**config.mk**
```make
export PLATFORM = sky130hd
export DESIGN_NAME = shift_arbiter_flat
export DESIGN_NICKNAME = d
export VERILOG_FILES = /design/src/rtl/shift_arbiter_if.sv /design/src/rtl/shift_arbiter.sv /design/src/flat_wrapper.sv
export SDC_FILE = /design/constraint.sdc
export NUM_CORES = 1
export LEC_CHECK = 0
export ABC_CLOCK_PERIOD_IN_PS = 2150
export CORE_UTILIZATION = 51
export CTS_CLUSTER_SIZE = 24
export DETAILED_ROUTE_END_ITERATION = 6
export GPL_ROUTABILITY_DRIVEN = 0
export GPL_TIMING_DRIVEN = 0
export PLACE_DENSITY = 0.79
export SLEW_MARGIN = 20
export SYNTH_ARGS = -nofsm -noshare
export SYNTH_HDL_FRONTEND = slang
export SYNTH_SLANG_ARGS = --single-unit
```
**constraint.sdc**
```tcl
create_clock -name clk -period 2.15 [get_ports clk]
set_input_delay 0.215 -clock clk [delete_from_list [all_inputs] [get_ports clk]]
set_output_delay 0.215 -clock clk [all_outputs]
set_load 0.05 [all_outputs]
```
**src/rtl/shift_arbiter_if.sv**
```systemverilog
// Request/response bundle between two requesters and one shift-result consumer.
// The slave modport is the arbiter side and the master modport is the environment side.
interface shift_arbiter_if;
    logic [1:0]  req_valid;
    logic [1:0]  req_ready;
    logic [63:0] req_a;
    logic [9:0]  req_shamt;
    logic [3:0]  req_typ;
    logic        resp_valid;
    logic        resp_ready;
    logic [31:0] resp_r;
    logic        resp_id;

    modport slave (
        input  req_valid, req_a, req_shamt, req_typ, resp_ready,
        output req_ready, resp_valid, resp_r, resp_id
    );

    modport master (
        output req_valid, req_a, req_shamt, req_typ, resp_ready,
        input  req_ready, resp_valid, resp_r, resp_id
    );
endinterface

```
**src/rtl/shift_arbiter.sv**
```systemverilog
// Two-requester round-robin arbiter that feeds a 32-bit shifter into a single
// registered response slot, sustaining one result per clock.
module shift_arbiter #(
    parameter int NREQ = 2
) (
    input  logic              clk,
    input  logic              rst,
    shift_arbiter_if.slave    bus
);
    localparam logic [0:0] ST_EMPTY = 1'b0;
    localparam logic [0:0] ST_FULL  = 1'b1;

    logic [0:0]      state_r;
    logic [0:0]      state_nxt_s;
    logic            prio_r;
    logic [31:0]     resp_r_r;
    logic            resp_id_r;
    logic [NREQ-1:0] grant_s;
    logic [NREQ-1:0] ready_s;
    logic            can_accept_s;
    logic            accept_s;
    logic            gnt_id_s;
    logic [31:0]     sel_a_s;
    logic [4:0]      sel_shamt_s;
    logic [1:0]      sel_typ_s;
    logic [31:0]     result_s;

    function automatic logic [31:0] shift_op(input logic [31:0] a,
                                             input logic [4:0]  sh,
                                             input logic [1:0]  typ);
        case (typ)
            2'b00:   shift_op = a << sh;
            2'b01:   shift_op = a >> sh;
            2'b10:   shift_op = $unsigned($signed(a) >>> sh);
            2'b11:   shift_op = {16'h0000, a[31:16]};
            default: shift_op = a;
        endcase
    endfunction

    // Round-robin grant: prio only matters when both requesters are valid.
    always_comb begin
        grant_s = {NREQ{1'b0}};
        case (bus.req_valid)
            2'b01:   grant_s = 2'b01;
            2'b10:   grant_s = 2'b10;
            2'b11:   grant_s = prio_r ? 2'b10 : 2'b01;
            default: grant_s = 2'b00;
        endcase
    end

    // Ready is withheld during reset so nothing presented then is consumed.
    always_comb begin
        can_accept_s = (state_r == ST_EMPTY) || bus.resp_ready;
        if (can_accept_s && !rst) begin
            ready_s = grant_s;
        end else begin
            ready_s = 2'b00;
        end
        accept_s  = |(ready_s & bus.req_valid);
        gnt_id_s  = grant_s[1];
        bus.req_ready = ready_s;
    end

    // Operand mux for the granted requester and the shift itself.
    always_comb begin
        if (gnt_id_s) begin
            sel_a_s     = bus.req_a[63:32];
            sel_shamt_s = bus.req_shamt[9:5];
            sel_typ_s   = bus.req_typ[3:2];
        end else begin
            sel_a_s     = bus.req_a[31:0];
            sel_shamt_s = bus.req_shamt[4:0];
            sel_typ_s   = bus.req_typ[1:0];
        end
        result_s = shift_op(sel_a_s, sel_shamt_s, sel_typ_s);
    end

    // Output slot next-state: accept wins over drain, so accept+drain stays FULL.
    always_comb begin
        state_nxt_s = state_r;
        case (state_r)
            ST_EMPTY: begin
                if (accept_s) begin
                    state_nxt_s = ST_FULL;
                end else begin
                    state_nxt_s = ST_EMPTY;
                end
            end
            ST_FULL: begin
                if (accept_s) begin
                    state_nxt_s = ST_FULL;
                end else if (bus.resp_ready) begin
                    state_nxt_s = ST_EMPTY;
                end else begin
                    state_nxt_s = ST_FULL;
                end
            end
            default: state_nxt_s = ST_EMPTY;
        endcase
    end

    // Slot, result and priority registers.
    always_ff @(posedge clk) begin
        if (rst) begin
            state_r   <= ST_EMPTY;
            prio_r    <= 1'b0;
            resp_r_r  <= 32'h0000_0000;
            resp_id_r <= 1'b0;
        end else begin
            state_r <= state_nxt_s;
            if (accept_s) begin
                resp_r_r  <= result_s;
                resp_id_r <= gnt_id_s;
                prio_r    <= ~gnt_id_s;
            end
        end
    end

    // Response outputs come straight from registers.
    always_comb begin
        bus.resp_valid = (state_r == ST_FULL);
        bus.resp_r     = resp_r_r;
        bus.resp_id    = resp_id_r;
    end
endmodule

```
**src/flat_wrapper.sv**
```systemverilog
// flat-port wrapper written by rule: the top's interface ports become plain ports
module shift_arbiter_flat 
#(
    parameter int NREQ = 2
)
  (clk, rst, bus_req_valid, bus_req_a, bus_req_shamt, bus_req_typ, bus_resp_ready, bus_req_ready, bus_resp_valid, bus_resp_r, bus_resp_id);
  shift_arbiter_if bus_i ();
  input  logic clk;
  input  logic rst;
  input wire logic [$bits(bus_i.req_valid)-1:0] bus_req_valid;
  input wire logic [$bits(bus_i.req_a)-1:0] bus_req_a;
  input wire logic [$bits(bus_i.req_shamt)-1:0] bus_req_shamt;
  input wire logic [$bits(bus_i.req_typ)-1:0] bus_req_typ;
  input wire logic [$bits(bus_i.resp_ready)-1:0] bus_resp_ready;
  output wire logic [$bits(bus_i.req_ready)-1:0] bus_req_ready;
  output wire logic [$bits(bus_i.resp_valid)-1:0] bus_resp_valid;
  output wire logic [$bits(bus_i.resp_r)-1:0] bus_resp_r;
  output wire logic [$bits(bus_i.resp_id)-1:0] bus_resp_id;
  assign bus_i.req_valid = bus_req_valid;
  assign bus_i.req_a = bus_req_a;
  assign bus_i.req_shamt = bus_req_shamt;
  assign bus_i.req_typ = bus_req_typ;
  assign bus_i.resp_ready = bus_resp_ready;
  assign bus_req_ready = bus_i.req_ready;
  assign bus_resp_valid = bus_i.resp_valid;
  assign bus_resp_r = bus_i.resp_r;
  assign bus_resp_id = bus_i.resp_id;
  shift_arbiter #(.NREQ(NREQ)) u_core (.clk(clk), .rst(rst), .bus(bus_i));
endmodule
```
==> results.py, run 1 <==
metrics = {
    "floorplan": {
        "die_y_um": 126,
        "fp.dieW_um": 126,
        "pin_count": 119,
        "fp-row-count": 45,
        "start_util_pct": 52.0,
    },
    "yosys": {
        "synth.distinct_cells": 86,
        "yosysTopAreaCell": "mux2i_1",
        "ys_ff_latch": 35,
        "syn_nets": 1121,
        "postSynthCellCount": 1038,
        "synthMostInstantiatedCell": "mux2i_1",
        "yosys_most_used_dff": "dfxtp_1",
        "synth_async_sr_flop_share_pct": 0,
        "syn_area_mm2": 0.00787,
        "synth_seq_area_share_pct": 8.90,
        "synth.avg_cell_area_um2": 7.58,
        "netlist_top_cells_count": "148 x mux2i_1, 111 x nand2_1, 91 x a21oi_1",
        "synth_edf_count": 0,
        "yosys_warnings": 0,
        "synth_top_area_share_pct": 18.8,
        "yosys-top-cells-area": "mux2i_1 19%, dfxtp_1 8.9%, mux2_2 6.7%",
    },
    "placed_design": {
        "dp_hpwl_um": 31300,
        "placed_cells": 1341,
        "io_buffers": 115,
        "pre_cts_ws_ns": -1.47,
    },
    "clock_tree": {
        "cts_sinks": 35,
        "htree_levels": 2,
        "clockBufferDepth": 2,
        "cts_buffers": 5,
        "root_buffer": "clkbuf_16",
    },
    "global_route": {
        "grt_usage_pct": 81.6,
        "globalRouteOverflowTotal": 24,
        "grt_max_degree": 11,
    },
    "status": {
        "status": "did not finish",
        "lastStage": "global routing (5_1_grt)",
        "stop_error": "[ERROR GRT-0232] Routing congestion too high. Check the congestion heatmap in the GUI.",
    },
}
cell families after synthesis:
| group | count (synthesis) | share of synthesized area [%] |
|---|---|---|
| mux | 220 | 32.5 |
| flops | 35 | 8.90 |
| simple gates | 314 | 19.8 |
| xor+xnor | 1 | 0.111 |
| buf+inv | 101 | 7.22 |
| compound gates | 367 | 31.5 |
what timing repair did:
action | 4_1_cts
resized for setup | 406
pin swaps | 53
setup buffers | 52
hold buffers | 0
gates cloned | 5
endpoints found under the setup margin | 36
per-stage QoR:
stage / setup TNS, ns / cell area (um2)
2_1_floorplan: 0 / 7890
3_3_place_gp: -38.08 / 9280
3_5_place_dp: -38.11 / 9280
4_1_cts: -5.45 / 11600
metal layers:
metal	overflow	global-route usage, %
met2	9	91.9
met3	3	77.4
met1	3	80.4
met4	8	76.0
met5	1	50.5
==> inputs of run 2 (changes only) <==
- ABC_CLOCK_PERIOD_IN_PS: 2150 -> 2800
- CORE_UTILIZATION: 51 -> 40
- CTS_CLUSTER_SIZE: 24 -> unset
- PLACE_DENSITY: 0.79 -> unset
- PLACE_DENSITY_LB_ADDON: unset -> 0.15
- clock period: 2.15 -> 2.8 ns (I/O delays scaled with it)
==> results.py, run 2 <==
metrics = {
    "status": {
        "status": "complete, but fails checks",
        "failed_checks": "DRC, setup timing",
    },
    "clock_tree": {
        "cts_tree": "built",
        "cts_hold_buffers": 0,
        "clockBufferDepth": 2,
        "cts_buffers": 5,
        "path_clk_slew_ns": 0.05,
        "root_buffer": "clkbuf_16",
        "clock_latency_ns": 0.29,
        "cts_sinks": 35,
        "htree_levels": 2,
    },
    "finish": {
        "final_common_cell": "mux2i_1",
        "antenna_cells": 0,
        "final_util_pct": 53.5,
        "largest_reg_flops": 32,
        "syn2layout_area_growth_pct": 29.2,
        "fin_nets": 1254,
        "drive_gt1_share_pct": 24.6,
        "final_cell_mix": "125 x mux2i_1, 111 x clkdlybuf4s50_1, 109 x nand2_1",
    },
    "setup_path": {
        "critPathLaunchType": "flip-flop",
        "cp_data_required_time_ns": 3.02,
        "crit_buf_inv": 2,
        "arrival_ns": 3.10,
        "endpoint_kind": "flip-flop",
        "cp_max_fo": 10,
        "cp_slowest_stage_delay_ns": 0.55,
        "cp_slowest_cell": "a31oi_1",
        "path_cells": "nand2b_2, buf_6, buf_4, a221oi_1, a21oi_1, mux2i_1, a31oi_1, o21ai_0, o221a_2, a31oi_1",
        "cp_top_family": "compound AO/OA/AOI/OAI gates",
        "critPathKind": "reg -> reg",
        "path_common_cell": "a31oi_1",
    },
    "yosys": {
        "yosys_most_used_dff": "dfxtp_1",
        "syn_area_mm2": 0.00787,
        "synth_seq_area_share_pct": 8.90,
        "synth_async_sr_flop_share_pct": 0,
        "synth.distinct_cells": 86,
        "yosys_warnings": 0,
        "syn_nets": 1121,
        "postSynthCellCount": 1038,
        "synthMostInstantiatedCell": "mux2i_1",
        "netlist_top_cells_count": "148 x mux2i_1, 111 x nand2_1, 91 x a21oi_1",
        "yosysTopAreaCell": "mux2i_1",
        "synth.avg_cell_area_um2": 7.58,
        "synth_top_area_share_pct": 18.8,
        "ys_ff_latch": 35,
        "synth_edf_count": 0,
        "yosys-top-cells-area": "mux2i_1 19%, dfxtp_1 8.9%, mux2_2 6.7%",
    },
    "route": {
        "first_pass_iters": 7,
        "drc": 229,
        "drtIter0Drc": 2786,
        "viasPerCell": 7.65,
        "dr_total_vias": 10941,
        "antenna_left": 0,
        "wl_per_cell_um": 32.1,
        "wirelength_um": 45900,
    },
    "placed_design": {
        "io_buffers": 115,
        "dp_hpwl_um": 33900,
    },
    "floorplan": {
        "fp.dieW_um": 142,
        "fp-row-count": 50,
        "core_area_mm2": 0.0190,
        "die_y_um": 142,
        "die_area_mm2": 0.0202,
        "pin_count": 119,
        "start_util_pct": 41.4,
    },
    "global_route": {
        "first_global_vias": 10163,
        "antenna_found_initial": 0,
        "grt_max_degree": 11,
        "grt_pass1_wl_um": 65700,
        "grt_usage_pct": 44.7,
        "globalRouteOverflowTotal": 0,
    },
    "sta": {
        "hold_ws_ns": 0.388,
        "clock_skew_ns": 0.00233,
        "slew_headroom_pct": 51.1,
        "setup_violations": 6,
        "max_clock_freq_ghz": 0.347,
        "worstMarginPinSlew_ns": 0.731,
        "drv_slew": 0,
        "setup_slack_ns": -0.0808,
        "fin_setup_tns_ns": -0.244,
        "rsz0062_at_grt": "yes",
        "layout_min_cycle_time_ns": 2.88,
        "fin_crit_sh_pct": 103,
        "finalHoldViolCount": 0,
    },
    "power": {
        "power.leakage_nw": 3.86,
        "ir_drop_uv": 258,
        "power_density_mw_per_mm2": 403,
    },
    "hold_path": {
        "worstHoldPathType": "in -> reg",
    },
    "run": {
        "maxCapViolCount": 0,
    },
}
==> run 2: through the flow <==
| step | std cells | setup WS [ns] | cell area [um2] | total power [W] |
|---|---|---|---|---|
| detailed placement | 1413 | -1.03 | 9350 | 0.00310 |
| CTS | 1428 | -0.00698 | 9860 | 0.00378 |
| global placement | 1413 | -1.06 | 9350 | 0.00311 |
| floorplan | 1038 | 0.345 | 7870 | 0.00216 |
| global route | 1431 | -0.0790 | 10200 | 0.00414 |
| finish | 1431 | -0.0808 | 10200 | 0.00410 |
==> run 2: path summary, 6_finish.rpt <==
check / start / to / slack (ns) / depth (start not counted)
hold reg to reg: u_core.bus.resp_r[18] / u_core.bus.resp_r[18] / 0.45 / 2
setup reg to reg: u_core.prio_r / u_core.bus.resp_r[19] / -0.08 / 10
hold / removal: rst / u_core.bus.resp_valid / 0.39 / 2
setup / recovery: u_core.prio_r / u_core.bus.resp_r[19] / -0.08 / 10
==> run 2: kinds of logic (layout without fill, tap and decap cells) <==
family / count (synthesis) / count (layout) / share of synthesized area [%]
AOI/OAI and AO/OA: 367 / 367 / 31.5
xor gates and xnor gates: 1 / 1 / 0.111
buffers and inverters: 101 / 234 / 7.22
DFF: 35 / 35 / 8.90
muxes: 220 / 220 / 32.5
and+or+nand+nor: 314 / 314 / 19.8
==> run 2: cell type report <==
type,instances,area [um2]
flip-flops and latches,35,701
clock inverters,1,5.00
multi-input cells,902,7030
clock buffers,6,139
fillers,1872,8850
inverters,6,25.0
plain buffers,94,708
repair buffers,127,1240
well taps,260,325
==> run 2: power breakdown <==
group / internal, W / leakage [nW] / switching, W / total [W]
Combinational: 0.00101 / 3.50 / 0.00192 / 0.00293
Sequential: 0.000568 / 0.292 / 0.0000361 / 0.000604
Clock: 0.000347 / 0.0727 / 0.000216 / 0.000563
==> run 2: repair_timing <==
action | in CTS | in global routing
resized for setup | 99 | 86
buffers inserted | 9 | 3
pin swaps | 5 | 4
setup endpoints to repair | 35 | 34
==> run 2: metal layers <==
| metal | global-route usage, % | part of all wire [%] |
|---|---|---|
| met3 | 25.5 | 18 |
| met4 | 29.5 | 9.7 |
| met2 | 59.8 | 37 |
| met5 | 2.76 | 0.11 |
| met1 | 53.4 | 36 |
Power figures use the tool's default switching activity.
